[config.mk]
export PLATFORM = sky130hd
export DESIGN_NAME = hour_counter_bcd_flat
export DESIGN_NICKNAME = d
export VERILOG_FILES = /design/src/rtl/hour_counter_bcd_pkg.sv /design/src/rtl/hour_counter_bcd_if.sv /design/src/rtl/hour_counter_bcd_disp_fmt.sv /design/src/rtl/hour_counter_bcd.sv /design/src/flat_wrapper.sv
export SDC_FILE = /design/constraint.sdc
export NUM_CORES = 1
export LEC_CHECK = 0
export CAP_MARGIN = 10
export CORE_MARGIN = 2
export CORE_UTILIZATION = 50
export CTS_CLUSTER_DIAMETER = 50
export DETAILED_ROUTE_END_ITERATION = 6
export PLACE_DENSITY = 0.75
export SLEW_MARGIN = 0
export SYNTH_ARGS = -nofsm -noshare
export SYNTH_HDL_FRONTEND = slang
export SYNTH_SLANG_ARGS = --single-unit
[constraint.sdc]
create_clock -name clk -period 8 [get_ports clk]
set_clock_uncertainty 0.2 [all_clocks]
set_input_delay 1.2 -clock clk [delete_from_list [all_inputs] [get_ports clk]]
set_output_delay 1.2 -clock clk [all_outputs]
set_load 0.05 [all_outputs]
[src/rtl/hour_counter_bcd_pkg.sv]
// Shared clock constants, action codes and BCD helpers for the hours counter.
// Imported by the interface, the display formatter and the top.
package hour_counter_bcd_pkg;

    localparam int HOURS_PER_DAY = 24;
    localparam int NOON          = 12;
    localparam int BCD_W         = 4;
    localparam int BIN7_W        = 7;

    typedef enum logic [2:0] {
        ACT_NONE,
        ACT_FIX,
        ACT_LOAD,
        ACT_LDERR,
        ACT_INC,
        ACT_DEC,
        ACT_TICK
    } hour_act_e;

    typedef struct packed {
        logic [BCD_W-1:0] tens;
        logic [BCD_W-1:0] units;
    } bcd2_t;

    // Shift-add-3 conversion; inputs never exceed 99 here.
    function automatic bcd2_t bin2bcd(input logic [BIN7_W-1:0] b);
        logic [14:0] s;
        s = {8'd0, b};
        for (int i = 0; i < BIN7_W; i++) begin
            if (s[10:7] >= 4'd5) s[10:7] = s[10:7] + 4'd3;
            if (s[14:11] >= 4'd5) s[14:11] = s[14:11] + 4'd3;
            s = s << 1;
        end
        return bcd2_t'(s[14:7]);
    endfunction

    function automatic logic bcd_digit_ok(input logic [BCD_W-1:0] d);
        return d <= 4'd9;
    endfunction

endpackage

[src/rtl/hour_counter_bcd_if.sv]
// Control/display bundle between the time-set logic, the hours counter
// and the display mux.
interface hour_counter_bcd_if;
    import hour_counter_bcd_pkg::*;

    logic             en;
    logic             mode12;
    logic             load;
    logic [BCD_W-1:0] ld_tens;
    logic [BCD_W-1:0] ld_units;
    logic             inc;
    logic             dec;
    logic [BCD_W-1:0] hour_tens;
    logic [BCD_W-1:0] hour_units;
    logic             pm;
    logic             day_carry;
    logic             load_err;

    modport master (
        output en, mode12, load, ld_tens, ld_units, inc, dec,
        input  hour_tens, hour_units, pm, day_carry, load_err
    );

    modport slave (
        input  en, mode12, load, ld_tens, ld_units, inc, dec,
        output hour_tens, hour_units, pm, day_carry, load_err
    );

endinterface

[src/rtl/hour_counter_bcd_disp_fmt.sv]
// Combinational display formatter: binary hour count plus 12h/24h
// selection to two BCD digits and a pm flag.
module hour_disp_fmt
    import hour_counter_bcd_pkg::*;
#(
    parameter int CNT_W     = 5,
    parameter int DISP12_EN = 1
) (
    input  logic [CNT_W-1:0] i_cnt,
    input  logic             i_mode12,
    output logic [BCD_W-1:0] o_tens,
    output logic [BCD_W-1:0] o_units,
    output logic             o_pm
);

    logic [BIN7_W-1:0] w_cnt7;
    logic [BIN7_W-1:0] w_disp;
    logic              w_m12;
    bcd2_t             w_bcd;

    assign w_cnt7 = BIN7_W'(i_cnt);
    assign w_m12  = i_mode12 & (DISP12_EN != 0);

    // 12h view: midnight shows 12 (am), afternoon hours fold down by 12.
    always_comb begin
        w_disp = w_cnt7;
        o_pm   = 1'b0;
        if (w_m12) begin
            o_pm = (w_cnt7 >= BIN7_W'(NOON));
            if (w_cnt7 == '0) begin
                w_disp = BIN7_W'(NOON);
            end else if (w_cnt7 > BIN7_W'(NOON)) begin
                w_disp = w_cnt7 - BIN7_W'(NOON);
            end
        end
    end

    assign w_bcd   = bin2bcd(w_disp);
    assign o_tens  = w_bcd.tens;
    assign o_units = w_bcd.units;

endmodule

[src/rtl/hour_counter_bcd.sv]
// Hours counter: modulo-WRAP binary count with BCD load, inc/dec time-set,
// load validation, day-carry pulse and 12h/24h BCD display.
module hour_counter_bcd
    import hour_counter_bcd_pkg::*;
#(
    parameter int WRAP       = HOURS_PER_DAY,
    parameter int RESET_HOUR = 0,
    parameter int DISP12_EN  = 1
) (
    input logic                clk,
    input logic                rst,
    hour_counter_bcd_if.slave  bus
);

    localparam int CNT_W = $clog2(WRAP);
    localparam logic [CNT_W-1:0] CNT_MAX = CNT_W'(WRAP - 1);
    localparam logic [CNT_W-1:0] CNT_RST = CNT_W'(RESET_HOUR);
    localparam logic [CNT_W-1:0] CNT_ONE = CNT_W'(1);

    if (WRAP < 2 || WRAP > 99) begin : g_bad_wrap
        $error("hour_counter_bcd: WRAP must be 2..99");
    end
    if (RESET_HOUR < 0 || RESET_HOUR >= WRAP) begin : g_bad_rst
        $error("hour_counter_bcd: RESET_HOUR must be below WRAP");
    end
    if (DISP12_EN != 0 && WRAP != HOURS_PER_DAY) begin : g_bad_disp
        $error("hour_counter_bcd: 12h display needs WRAP of 24");
    end

    logic [CNT_W-1:0] r_cnt;
    logic             r_day_carry;
    logic             r_load_err;

    logic [CNT_W-1:0] w_cnt_nxt;
    logic             w_carry_nxt;
    logic             w_err_nxt;
    logic             w_in_range;
    logic             w_at_max;
    logic             w_at_zero;
    logic [7:0]       w_ld_val;
    logic             w_ld_ok;
    hour_act_e        w_act;

    assign w_in_range = (r_cnt <= CNT_MAX);
    assign w_at_max   = (r_cnt == CNT_MAX);
    assign w_at_zero  = (r_cnt == '0);

    assign w_ld_val = 8'(bus.ld_tens) * 8'd10 + 8'(bus.ld_units);
    assign w_ld_ok  = bcd_digit_ok(bus.ld_tens)
                    & bcd_digit_ok(bus.ld_units)
                    & (w_ld_val < 8'(WRAP));

    // One action per edge; an upset count is repaired before anything else.
    always_comb begin
        w_act = ACT_NONE;
        if (!w_in_range) begin
            w_act = ACT_FIX;
        end else if (bus.load) begin
            w_act = w_ld_ok ? ACT_LOAD : ACT_LDERR;
        end else if (bus.inc ^ bus.dec) begin
            w_act = bus.inc ? ACT_INC : ACT_DEC;
        end else if (bus.en) begin
            w_act = ACT_TICK;
        end
    end

    always_comb begin
        w_cnt_nxt   = r_cnt;
        w_carry_nxt = 1'b0;
        w_err_nxt   = 1'b0;
        case (w_act)
            ACT_FIX:   w_cnt_nxt = '0;
            ACT_LOAD:  w_cnt_nxt = CNT_W'(w_ld_val);
            ACT_LDERR: w_err_nxt = 1'b1;
            ACT_INC:   w_cnt_nxt = w_at_max ? '0 : r_cnt + CNT_ONE;
            ACT_DEC:   w_cnt_nxt = w_at_zero ? CNT_MAX : r_cnt - CNT_ONE;
            ACT_TICK: begin
                w_cnt_nxt   = w_at_max ? '0 : r_cnt + CNT_ONE;
                w_carry_nxt = w_at_max;
            end
            default:   w_cnt_nxt = r_cnt;
        endcase
    end

    always_ff @(posedge clk) begin
        if (rst) begin
            r_cnt       <= CNT_RST;
            r_day_carry <= 1'b0;
            r_load_err  <= 1'b0;
        end else begin
            r_cnt       <= w_cnt_nxt;
            r_day_carry <= w_carry_nxt;
            r_load_err  <= w_err_nxt;
        end
    end

    logic [BCD_W-1:0] w_tens;
    logic [BCD_W-1:0] w_units;
    logic             w_pm;

    hour_disp_fmt #(
        .CNT_W     (CNT_W),
        .DISP12_EN (DISP12_EN)
    ) u_fmt (
        .i_cnt    (r_cnt),
        .i_mode12 (bus.mode12),
        .o_tens   (w_tens),
        .o_units  (w_units),
        .o_pm     (w_pm)
    );

    assign bus.hour_tens  = w_tens;
    assign bus.hour_units = w_units;
    assign bus.pm         = w_pm;
    assign bus.day_carry  = r_day_carry;
    assign bus.load_err   = r_load_err;

endmodule

[src/flat_wrapper.sv]
// flat-port wrapper written by rule: the top's interface ports become plain ports
module hour_counter_bcd_flat import hour_counter_bcd_pkg::*;
#(
    parameter int WRAP       = HOURS_PER_DAY,
    parameter int RESET_HOUR = 0,
    parameter int DISP12_EN  = 1
)
  (clk, rst, bus_en, bus_mode12, bus_load, bus_ld_tens, bus_ld_units, bus_inc, bus_dec, bus_hour_tens, bus_hour_units, bus_pm, bus_day_carry, bus_load_err);
  hour_counter_bcd_if bus_i ();
  input logic clk;
  input logic rst;
  input wire logic [$bits(bus_i.en)-1:0] bus_en;
  input wire logic [$bits(bus_i.mode12)-1:0] bus_mode12;
  input wire logic [$bits(bus_i.load)-1:0] bus_load;
  input wire logic [$bits(bus_i.ld_tens)-1:0] bus_ld_tens;
  input wire logic [$bits(bus_i.ld_units)-1:0] bus_ld_units;
  input wire logic [$bits(bus_i.inc)-1:0] bus_inc;
  input wire logic [$bits(bus_i.dec)-1:0] bus_dec;
  output wire logic [$bits(bus_i.hour_tens)-1:0] bus_hour_tens;
  output wire logic [$bits(bus_i.hour_units)-1:0] bus_hour_units;
  output wire logic [$bits(bus_i.pm)-1:0] bus_pm;
  output wire logic [$bits(bus_i.day_carry)-1:0] bus_day_carry;
  output wire logic [$bits(bus_i.load_err)-1:0] bus_load_err;
  assign bus_i.en = bus_en;
  assign bus_i.mode12 = bus_mode12;
  assign bus_i.load = bus_load;
  assign bus_i.ld_tens = bus_ld_tens;
  assign bus_i.ld_units = bus_ld_units;
  assign bus_i.inc = bus_inc;
  assign bus_i.dec = bus_dec;
  assign bus_hour_tens = bus_i.hour_tens;
  assign bus_hour_units = bus_i.hour_units;
  assign bus_pm = bus_i.pm;
  assign bus_day_carry = bus_i.day_carry;
  assign bus_load_err = bus_i.load_err;
  hour_counter_bcd #(.WRAP(WRAP), .RESET_HOUR(RESET_HOUR), .DISP12_EN(DISP12_EN)) u_core (.clk(clk), .rst(rst), .bus(bus_i));
endmodule
# Word-level counts from Yosys, hierarchy flattened
# Cells that the tools add are included.
# word_totals
reg_bits	7
input_bits	15
elab_cells	77
# classes
addsub	15
multipliers	1
magnitude_cmp	17
n_eq_ne	7
muxes	25
n_bitwise	4
reduce_logical	5
# ops
op	count
>= comparator 4 x 3 -> 1 bit, second input constant	9
2-to-1 mux 3 bit	10
2-to-1 mux 7 bit	3
adder 4 x 2 -> 4 bit, second input constant	5
2-to-1 mux 4 bit	5
one-hot mux 5 bit (4 select lines)	1
adder 3 x 2 -> 3 bit, second input constant	4
2-to-1 mux 5 bit	2
== test 3 bit, second input constant	3
adder 8 x 4 -> 8 bit	1
<= comparator 4 bit, second input constant	2
less-than comparator 8 x 5 -> 1 bit, second input constant	1
zero test 7 bit	1
multiplier 4 x 3 -> 7 bit, second input constant	1
== test 3 x 2 -> 1 bit, second input constant	2
subtractor 5 x 4 -> 6 bit, second input constant	1
adder 5 x 1 -> 5 bit, second input constant	1
== test 5 bit, second input constant	1
>= comparator 5 x 4 -> 1 bit, second input constant	1
greater-than comparator 5 x 4 -> 1 bit, second input constant	1
<= comparator 5 bit, second input constant	1
zero test 5 bit	1
subtractor 5 x 1 -> 5 bit, second input constant	1
2-to-1 mux 1 bit	4
10 further kinds	12

# Longest topological paths before layout
# logic_depth
depth_word	16
depth_mapped	22

# Hierarchy
# Synthesis repeated with hierarchy kept, for this count alone.
# unflattened
hier_cells	236
hier_area_um2	1754.2
# modules_own_cells
module	n_inst	cells_each	area_each_um2
hour_counter_bcd	1	122	954.7
hour_disp_fmt	1	114	799.5

# Least setup slack after synthesis
# OpenSTA, ideal clock, no wires.
# synth_timing
path_type	input to output
startpoint	input port bus_mode12
endpoint	output port bus_hour_tens[1]
t_arrival_ps	4673
t_required_ps	6600
setup_slack_ps	1927
stages	19
n_path_buf	1
path_cell_list	nor2b_1 -> and3_1 -> clkbuf_1 -> inv_1 -> ha_1 -> a41o_1 -> o221ai_1 -> a21boi_1 -> inv_1 -> ha_1 -> inv_1 -> o21ai_0 -> mux2i_1 -> inv_1 -> ha_1 -> inv_1 -> ha_1 -> a21oi_1 -> xnor2_1
# synth_via
elab_chain_cells	13
# synth_lines
item	line_no	source
start, declared	flat_wrapper.sv:13	input wire logic [$bits(bus_i.mode12)-1:0] bus_mode12;
2-to-1 mux 7 bit (*)	hour_counter_bcd_disp_fmt.sv:28	if (w_m12) begin
>= comparator 1 x 3 -> 1 bit or adder 1 x 2 -> 3 bit (tied branches)	hour_counter_bcd_pkg.sv:30	if (s[10:7] >= 4'd5) s[10:7] = s[10:7] + 4'd3;
2-to-1 mux 3 bit	hour_counter_bcd_pkg.sv:30	
adder 4 x 2 -> 4 bit or >= comparator 4 x 3 -> 1 bit (tied branches)	hour_counter_bcd_pkg.sv:30	
2-to-1 mux 4 bit	hour_counter_bcd_pkg.sv:30	
adder 4 x 2 -> 4 bit, or another cell as far along	hour_counter_bcd_pkg.sv:30	
2-to-1 mux 4 bit or 2-to-1 mux 3 bit (tied branches)	hour_counter_bcd_pkg.sv:30, hour_counter_bcd_pkg.sv:31	
>= comparator 4 x 3 -> 1 bit, or another cell as far along	hour_counter_bcd_pkg.sv:30	
2-to-1 mux 4 bit or 2-to-1 mux 3 bit (tied branches)	hour_counter_bcd_pkg.sv:30, hour_counter_bcd_pkg.sv:31	
adder 4 x 2 -> 4 bit, or another cell as far along	hour_counter_bcd_pkg.sv:30	
2-to-1 mux 4 bit or 2-to-1 mux 3 bit (tied branches)	hour_counter_bcd_pkg.sv:30, hour_counter_bcd_pkg.sv:31	
>= comparator 4 x 3 -> 1 bit or adder 3 x 2 -> 3 bit (tied branches)	hour_counter_bcd_pkg.sv:31	if (s[14:11] >= 4'd5) s[14:11] = s[14:11] + 4'd3;
2-to-1 mux 3 bit (*)	hour_counter_bcd_pkg.sv:31	
end, declared	flat_wrapper.sv:19	output wire logic [$bits(bus_i.hour_tens)-1:0] bus_hour_tens;
# Mark *: on every way between the ends. The rest lies on a longest branch, timed or not.

# Worst setup path after layout
# layout_timing
startpoint	input port bus_mode12
endpoint	output port bus_hour_units[1]
# layout_via
elab_chain_cells	13
# layout_lines
item	line_no	source
2-to-1 mux 7 bit (*)	hour_counter_bcd_disp_fmt.sv:28	
>= comparator 1 x 3 -> 1 bit or adder 1 x 2 -> 3 bit (tied branches)	hour_counter_bcd_pkg.sv:30	
2-to-1 mux 3 bit	hour_counter_bcd_pkg.sv:30	
adder 4 x 2 -> 4 bit or >= comparator 4 x 3 -> 1 bit (tied branches)	hour_counter_bcd_pkg.sv:30	
2-to-1 mux 4 bit	hour_counter_bcd_pkg.sv:30	
adder 4 x 2 -> 4 bit or >= comparator 4 x 3 -> 1 bit (tied branches)	hour_counter_bcd_pkg.sv:30	
2-to-1 mux 4 bit	hour_counter_bcd_pkg.sv:30	
>= comparator 4 x 3 -> 1 bit or adder 4 x 2 -> 4 bit (tied branches)	hour_counter_bcd_pkg.sv:30	
2-to-1 mux 4 bit	hour_counter_bcd_pkg.sv:30	
adder 4 x 2 -> 4 bit or >= comparator 4 x 3 -> 1 bit (tied branches)	hour_counter_bcd_pkg.sv:30	
2-to-1 mux 4 bit	hour_counter_bcd_pkg.sv:30	
>= comparator 4 x 3 -> 1 bit	hour_counter_bcd_pkg.sv:30	
2-to-1 mux 4 bit (*)	hour_counter_bcd_pkg.sv:30	
end, declared	flat_wrapper.sv:20	output wire logic [$bits(bus_i.hour_units)-1:0] bus_hour_units;
# Marks and branches as above.

==> results.yml <==
run_status:
  status: "complete, no violations"
timing:
  hold_violations: 0
  tightest_slew_ns: 0.626
  max_slew_margin_pct: 57.7
  fin_crit_sh_pct: 92.1
  setup_viol: 0
  slew_violations: 0
  rsz0062_at_grt: "no"
  fmax_mhz: 136
  timing.final.crit_period_ns: 7.36
  tns_ns: 0
synth:
  ys_ff_latch: 7
  synth_edf_count: 0
  synth_fa_ha_area_share_pct: 20.0
  netlist_instances: 220
  synth-compound-area-share_pct: 32.6
  ys_types: 60
  synth_xor_xnor_area_share_pct: 6.88
  synth_area_sq_mm: 0.00164
  syn-num-nets: 260
  synth-warning-count: 0
  synthMuxAreaShare_pct: 4.28
  synth-async-reset-ratio_pct: 0
  synth-simple-area-share_pct: 21.3
  syn_area_per_cell_sq_um: 7.44
  synth_top_family_by_area: "compound AO/OA/AOI/OAI gates"
  seq_area_frac_synth_pct: 8.56
  synth_ff_type: "dfxtp_1"
floorplanning:
  row_count: 20
  io_pins: 26
  start_util_pct: 53.2
  core_area_sq_mm: 0.00308
  dieArea_sq_mm: 0.00375
  die_x_um: 61.2
  die_y_um: 61.2
cts:
  postCtsSetupBuffers: 0
  cts_tree: "done"
  hold_buffers: 0
  h-tree-depth: 1
  worstSkewPairLatency_ns: 0.25
  clock_path_buffers: 2
  cts_sinks: 7
  cts_resized: 0
  clock-root-buffer: "clkbuf_4"
  numCtsBuffers: 3
  clk_pin_slew_ns: 0.05
drt:
  routedWlPerCell_um: 12.8
  detail_route.first_pass.iterations: 4
  routed-via-count: 1635
  via_per_inst: 5.72
  wirelength_mm: 3.66
  drtAntennaViolNets: 0
  drtIter0Drc: 101
  remaining_drc_errors: 0
place:
  gp_congestion: 0.846
  placed_cell_area_sq_mm: 0.00191
  port_buffers: 25
  dp.cells: 282
  hpwl_mm: 2.93
critical_path:
  worst_r2r_path_depth: 9
  start_kind: "input pin"
  path_class: "in2out"
  cp-end-kind: "output pin"
  cp.arrival_ns: 5.96
  cp.required_ns: 6.60
  path_max_fanout: 11
global_routing:
  antenna_found_initial: 0
  overflow: 0
  grt_max_degree: 15
  grt_pass1_vias: 1484
  track_usage_pct: 21.2
  grt_pass1_wl_mm: 6.26
layout:
  nFillCells: 293
  stdcell_count: 286
  n_antenna_cell: 0
  drive_above_1_share_pct: 6.20
  finish.instance_area_sq_mm: 0.00194
  final_common_cell: "clkdlybuf4s50_1"
  final_cell_mix: "clkdlybuf4s50_1 (25), ha_1 (23), inv_1 (19)"
  syn_to_final_growth_pct: 18.3
  finalNetCount: 283
power:
  ir_drop_uv: 92.2
  p_leak_nw: 0.803
  power.density_mw_per_mm2: 127
run:
  maxCapViolations: 0
hold_path:
  hold_path_class: "reg2reg"
  hold_path_depth: 2
-- through the flow --
stage	util [%]	total power [mW]	hold WS, ns	worst slack [ns]
after global routing	62.9	0.267	0.410	0.216
after CTS	62.9	0.245	0.385	0.671
after floorplan	-	0.171	0.317	1.93
final	62.9	0.245	0.377	0.636
after global placement	62.1	0.212	0.376	0.843
after detailed placement	62.1	0.213	0.372	0.688
-- state kept, by name, indices dropped and copies added (netlist names) --
register	flops
u_core.r_cnt	5
u_core.bus.day_carry	1
u_core.bus.load_err	1
-- final timing paths --
kind / from / to / slack, ns
max reg2reg: u_core.r_cnt[3] / u_core.r_cnt[2] / 5.22
min: u_core.r_cnt[0] / u_core.r_cnt[0] / 0.38
min reg2reg: u_core.r_cnt[0] / u_core.r_cnt[0] / 0.38
max: bus_mode12 / bus_hour_units[1] / 0.64
-- power by group --
group          switching, mW  internal (mW)  total [mW]
combinational         0.0992         0.0699       0.169
sequential           0.00662         0.0377      0.0443
clock                 0.0130         0.0190      0.0320
total                  0.119          0.127       0.245
-- worst max-delay path: stages --
cell and delay (ns):
clkdlybuf4s50_1 0.64, nor2b_1 0.24, and3_1 0.32, inv_1 0.07, ha_1 0.23, a41o_1 0.21
o221ai_1 0.11, a21boi_1 0.41, inv_1 0.16, ha_1 0.23, o21ai_0 0.23, nand2b_1 0.12
mux2i_4 0.30, mux2_4 0.34, o21ai_0 0.19, o31a_1 0.17, clkdlybuf4s50_1 0.79
-- metal layers --
layer | track usage, % | vias up | share of wire, %
li1 | - | 860 | -
met1 | 30.0 | 740 | 51
met2 | 34.8 | 35 | 46
met3 | 3.78 | 0 | 3.3
met4 | 2.17 | 0 | 0
met5 | 0 | - | 0
-- cells in the mapped netlist, types with 3 or more instances --
| cell | instances | area (sq um) |
|---|---|---|
| ha_1 | 23 | 288 |
| inv_1 | 19 | 71.3 |
| nand2_1 | 18 | 67.6 |
| a21oi_1 | 16 | 80.1 |
| nor2_1 | 15 | 56.3 |
| o21ai_0 | 15 | 75.1 |
| xnor2_1 | 8 | 70.1 |
| dfxtp_1 | 7 | 140 |
| nand3_1 | 5 | 25.0 |
| nor3_1 | 5 | 25.0 |
| a31oi_1 | 4 | 25.0 |
| buf_2 | 4 | 20.0 |
| nand2b_1 | 4 | 25.0 |
| a21o_1 | 3 | 22.5 |
| and3_1 | 3 | 18.8 |
| clkbuf_1 | 3 | 11.3 |
| nor2b_1 | 3 | 18.8 |
| o211ai_1 | 3 | 22.5 |
| o21a_1 | 3 | 22.5 |
| o22ai_1 | 3 | 18.8 |
| xor2_1 | 3 | 26.3 |
-- area by class of cell --
| class | instances | area (sq um) | area share [%] |
|---|---|---|---|
| multi-input cells | 187 | 1390 | 72.0 |
| repair buffers | 25 | 250 | 12.9 |
| flip-flops and latches | 7 | 140 | 7.24 |
| inverters | 19 | 71.3 | 3.68 |
| well taps | 44 | 55.1 | 2.84 |
| clock buffers | 4 | 26.3 | 1.36 |
-- cell families (layout without fill, tap and decap cells) --
group,Yosys count,count (layout)
AO/OA/AOI/OAI,78,78
AND/OR/NAND/NOR,67,67
buffers and inverters,26,48
adder cells (fa/ha/maj),25,25
XOR/XNOR,12,12
flip-flops,7,7
multiplexers,5,5
(Power assumes the default switching activity.)
==> RTL edit 1 (same settings) <==
`DISP12_EN` is set to 1 in 3 places; all go to 0.
--- a/src/rtl/hour_counter_bcd_disp_fmt.sv
+++ b/src/rtl/hour_counter_bcd_disp_fmt.sv
@@ -4,7 +4,7 @@
     import hour_counter_bcd_pkg::*;
 #(
     parameter int CNT_W     = 5,
-    parameter int DISP12_EN = 1
+    parameter int DISP12_EN = 0
 ) (
     input  logic [CNT_W-1:0] i_cnt,
     input  logic             i_mode12,
--- a/src/rtl/hour_counter_bcd.sv
+++ b/src/rtl/hour_counter_bcd.sv
@@ -5,7 +5,7 @@
 #(
     parameter int WRAP       = HOURS_PER_DAY,
     parameter int RESET_HOUR = 0,
-    parameter int DISP12_EN  = 1
+    parameter int DISP12_EN  = 0
 ) (
     input logic                clk,
     input logic                rst,
--- a/src/flat_wrapper.sv
+++ b/src/flat_wrapper.sv
@@ -3,7 +3,7 @@
 #(
     parameter int WRAP       = HOURS_PER_DAY,
     parameter int RESET_HOUR = 0,
-    parameter int DISP12_EN  = 1
+    parameter int DISP12_EN  = 0
 )
   (clk, rst, bus_en, bus_mode12, bus_load, bus_ld_tens, bus_ld_units, bus_inc, bus_dec, bus_hour_tens, bus_hour_units, bus_pm, bus_day_carry, bus_load_err);
   hour_counter_bcd_if bus_i ();
Function: changed (Yosys sat finds a counterexample within 4 cycles, from zero or initial values and one cycle with rst high).
==> RTL edit 1 against the original RTL <==
  * Routed wire length is 23% lower
  * Die area is 24% lower
  * Cell count is 31% lower
  * Fmax is 50% higher
  * Area after synthesis is 26% lower
  * Worst setup slack better by 2500 ps
  * Sequential share of layout area is 2.5 points higher
  * Synthesized cell count is 31% lower
  * Register-to-register slack better by 590 ps
  * Total power is 27% lower
  * Cell area is 26% lower
  * Sequential cell count stayed put
==> RTL edit 1: results (changes against the original RTL) <==
placement:
  place_congestion: 0.782  # was 0.846
  io_buffers: 21  # was 25
  hpwl_um: 2300  # was 2930 um
yosys:
  async_flop_share_pct: 0  # unchanged
  yosysUniqueCellTypes: 50  # was 60
  ys_top_cells_by_area: "ha_1, dfxtp_1, xnor2_1, inv_1, nand2_1"  # was ha_1, dfxtp_1, a21oi_1, o21ai_0, inv_1
  seq_area_frac_synth_pct: 11.5  # was 8.56%
  synthTopCellsByCount: "ha_1, inv_1, nand2_1"  # unchanged
routing:
  top_layer_used: "met4"  # was met3
  wl_met1_um: 1330  # was 1860 um
  via_per_inst: 6.03  # was 5.72
  wl_met2_um: 1290  # was 1680 um
  dr_wl_met3_um: 171  # was 122 um
  wirelength_um: 2830  # was 3660 um
  drt_iter0_drc: 19  # was 101
global_routing:
  use_met2_pct: 36.0  # was 34.8%
  grt_use_total_pct: 22.7  # was 21.2%
  use_met3_pct: 3.11  # was 3.78%
  grt_max_degree: 12  # was 15
  grt_pass1_wl_um: 4780  # was 6260 um
  grt_pass1_vias: 1117  # was 1484
  grtUsageMet1_pct: 31.1  # was 30.0%
final_layout:
  final_nets: 204  # was 283
  nFillCells: 224  # was 293
  drive_above_1_share_pct: 8.24  # was 6.20%
  largest_reg_flops: 5  # unchanged
sta:
  whs_ps: 460  # was 377 ps
  max_slew.worst_pin.slew_ps: 500  # was 626 ps
clocking:
  insertion_delay_ps: 270  # was 250 ps
  post_cts_buffers: 0  # unchanged
  cts_root_buf: "clkbuf_4"  # unchanged
critical_path:
  rrSetupSlack_ps: 5810  # was 5220 ps
  crit_arrival_ps: 3500  # was 5960 ps
  worst_r2r_startpoint: "u_core.r_cnt[1]"  # was u_core.r_cnt[3]
  crit_path_max_fanout: 7  # was 11
  startpoint: "u_core.r_cnt[2]"  # was bus_mode12
power:
  vdd_drop_max_mv: 0.0882  # was 0.0922 mV
  combinationalPowerShare_pct: 57.0  # was 68.9%
  p_sw_share_pct: 45.5  # was 48.4%
  sequentialPower_w: 0.0000410  # was 0.0000443 W
  p_leak_nw: 0.622  # was 0.803 nW
hold_path:
  hp-start: "u_core.r_cnt[4]"  # was u_core.r_cnt[0]
outcome:
  status: "complete, no violations"  # unchanged
==> RTL edit 1: cell count changes in the layout (fill, tap and decap cells not counted), sizes merged, moves of 3 or more <==
cell,before,now
nor3,5,9
conb,0,3
mux2,3,0
a21oi,16,4
nand4b,0,3
o21a,3,0
o21ai,17,7
nand2b,4,1
nand2,18,13
o31ai,3,0
inv,19,14
clkdlybuf4s50,25,21
nor2,15,9
ha,23,16
==> RTL edit 1: cells by family (layout without fill, tap and decap cells) <==
group,Yosys count,in the layout,share of synthesized area (%)
mux,3,3,2.47
xor+xnor,9,9,6.49
compound gates,44,44,29.6
flops,7,7,11.5
fa+ha+maj,18,18,19.8
buf+inv,22,39,8.75
simple gates,47,47,21.1
other cells,1,3,0.309
==> RTL edit 1: stage by stage <==
stage	total power, W	cells	utilization, %	setup WS (ps)
2_1_floorplan	0.000119	153	-	3810
6_report	0.000179	198	63.9	3100
4_1_cts	0.000179	198	63.9	3080
5_1_grt	0.000192	198	63.9	2770
3_3_place_gp	0.000140	194	62.7	3490
3_5_place_dp	0.000143	194	62.7	3410
==> RTL edit 1: critical path: stages, from the launching register on <==
cell and delay, ps:
dfxtp_1 460, inv_1 150, ha_1 240, inv_1 60, ha_1 170, a21oi_1 80, xnor2_1 340, ha_1 260
nand2b_1 80, a21boi_0 360, mux2i_1 230, clkdlybuf4s50_1 810
==> RTL edit 1: path summary, 6_finish.rpt <==
check	depth (start not counted)	end
worst max register to register	7	u_core.r_cnt[2]
worst min register to register	2	u_core.r_cnt[4]
worst max-delay path	11	bus_hour_units[2]
worst min-delay path	2	u_core.r_cnt[4]
==> RTL edit 1: area by class of cell <==
cell class              instances  area share (%)
clock buffers                   4            1.82
inverters                      14            3.65
multi-input cells             124            67.8
flip-flops and latches          7            9.73
well taps                      28            2.43
repair buffers                 21            14.6
==> RTL edit 2 (config.mk and constraints unchanged) <==
Made on the original files. Remove the case item `ACT_TICK` of the case on `w_act`.
--- a/src/rtl/hour_counter_bcd.sv
+++ b/src/rtl/hour_counter_bcd.sv
@@ -74,10 +74,6 @@
             ACT_LDERR: w_err_nxt = 1'b1;
             ACT_INC:   w_cnt_nxt = w_at_max ? '0 : r_cnt + CNT_ONE;
             ACT_DEC:   w_cnt_nxt = w_at_zero ? CNT_MAX : r_cnt - CNT_ONE;
-            ACT_TICK: begin
-                w_cnt_nxt   = w_at_max ? '0 : r_cnt + CNT_ONE;
-                w_carry_nxt = w_at_max;
-            end
             default:   w_cnt_nxt = r_cnt;
         endcase
     end
Check against the original RTL: not equivalent (a bounded check fails within 4 cycles, from zero or initial values and one cycle with rst high).
==> RTL edit 2 against the original RTL <==
  * Via count shrank 6.6%
  * Total power shrank 14%
  * Critical endpoint unchanged
  * Sequential cell count shrank 1
  * Worst setup slack gained 66 ps
  * Critical path type unchanged
  * Highest routed layer is now met4
  * Routed wire length shrank 9.2%
  * Area after synthesis shrank 5.3%
  * Largest power group unchanged
  * Fmax grew 0.91%
  * Cell area shrank 6.5%
==> RTL edit 2: results (changes against the original RTL) <==
outcome:
  status: "complete, no violations"  # unchanged
power:
  vdd_drop_max_mv: 0.0797  # was 0.0922 mV
  pg_comb_w: 0.000144  # was 0.000169 W
  p_leak_nw: 0.730  # was 0.803 nW
  p_sw_share_pct: 48.6  # was 48.4%
  finalPower_w: 0.000211  # was 0.000245 W
  pg_clk_w: 0.0000291  # was 0.0000320 W
sta:
  whs_ps: 434  # was 377 ps
  max_slew.worst_pin.slew_ps: 639  # was 626 ps
  fmax_mhz: 137  # was 136 MHz
global_routing:
  use_met3_pct: 2.81  # was 3.78%
  use_met2_pct: 32.3  # was 34.8%
  grt_pass1_wl_um: 5760  # was 6260 um
  grtUsageMet1_pct: 30.0  # about the same
  grt_max_degree: 21  # was 15
  grt_pass1_vias: 1297  # was 1484
  grt_use_total_pct: 20.8  # was 21.2%
  antenna_found_initial: 0  # unchanged
hold_path:
  hold_path_end: "u_core.r_cnt[2]"  # was u_core.r_cnt[0]
  hp-start: "u_core.r_cnt[2]"  # was u_core.r_cnt[0]
critical_path:
  worst_r2r_startpoint: "u_core.r_cnt[2]"  # was u_core.r_cnt[3]
  rrSetupSlack_ps: 5600  # was 5220 ps
  rr_worst_depth: 7  # was 9
  reg2reg_to: "u_core.r_cnt[3]"  # was u_core.r_cnt[2]
  crit_arrival_ps: 5900  # was 5960 ps
  slowest_delay_ps: 840  # was 790 ps
  crit_path_max_fanout: 10  # was 11
placement:
  dp.cells: 252  # was 282
  io_buffers: 24  # was 25
  place_congestion: 0.857  # was 0.846
  dpl-instance-area_um2: 1790  # was 1910 um^2
  post-place-ws_ps: 721  # was 688 ps
  hpwl_um: 2590  # was 2930 um
final_layout:
  design.seq.count: 6  # was 7
  drive_above_1_share_pct: 8.11  # was 6.20%
  sh_seq_area_pct: 6.63  # was 7.24%
  nFillCells: 301  # was 293
  multi_input_gates: 170  # was 187
  multi_input_area_share_pct: 72.7  # was 72.0%
  final_nets: 264  # was 283
  buf_share_pct: 13.3  # was 12.9%
  signal_buffers: 24  # was 25
  final-clk-cell-share_pct: 1.24  # was 1.36%
  largest-register: "u_core.r_cnt"  # unchanged
  synthToLayoutAreaGrowth_pct: 16.9  # was 18.3%
yosys:
  seq_area_frac_synth_pct: 7.75  # was 8.56%
  synthTopCellsByCount: "ha_1, inv_1, nand2_1"  # unchanged
  synth_fp_nets: 242  # was 260
  ys_top_cells_by_area: "ha_1, dfxtp_1, o21ai_0, inv_1, nand2_1"  # was ha_1, dfxtp_1, a21oi_1, o21ai_0, inv_1
  yosysUniqueCellTypes: 67  # was 60
  syn-instance-count: 202  # was 220
routing:
  dr.pass1.iters: 4  # unchanged
  drt_iter0_drc: 58  # was 101
  wirelength_um: 3330  # was 3660 um
  via_per_inst: 5.99  # was 5.72
  num_vias: 1527  # was 1635
clocking:
  post_cts_buffers: 0  # unchanged
  insertion_delay_ps: 250  # about the same
die:
  dieWidth_um: 59.7  # was 61.2 um
-- RTL edit 2: critical path, delay by kind of cell --
| family | cells | cell delay, ps |
|---|---|---|
| buffers and inverters | 5 | 1750 |
| AND/OR/NAND/NOR | 3 | 950 |
| AO/OA/AOI/OAI | 4 | 700 |
| multiplexers | 2 | 650 |
| adder cells (fa/ha/maj) | 2 | 630 |
-- RTL edit 2: cells by family after synthesis --
family,Yosys count,share of synthesized area [%]
flops,6,7.75
xor+xnor,8,4.52
buf+inv,26,7.34
fa+ha+maj,25,21.1
mux,5,3.63
other cells,1,0.242
compound gates,64,31.8
simple gates,67,23.6
-- RTL edit 2: layer usage --
| metal | vias up | share of wire (%) |
|---|---|---|
| li1 | 784 | - |
| met1 | 692 | 51 |
| met2 | 47 | 44 |
| met3 | 4 | 5.0 |
| met4 | 0 | 0.57 |
| met5 | - | 0 |
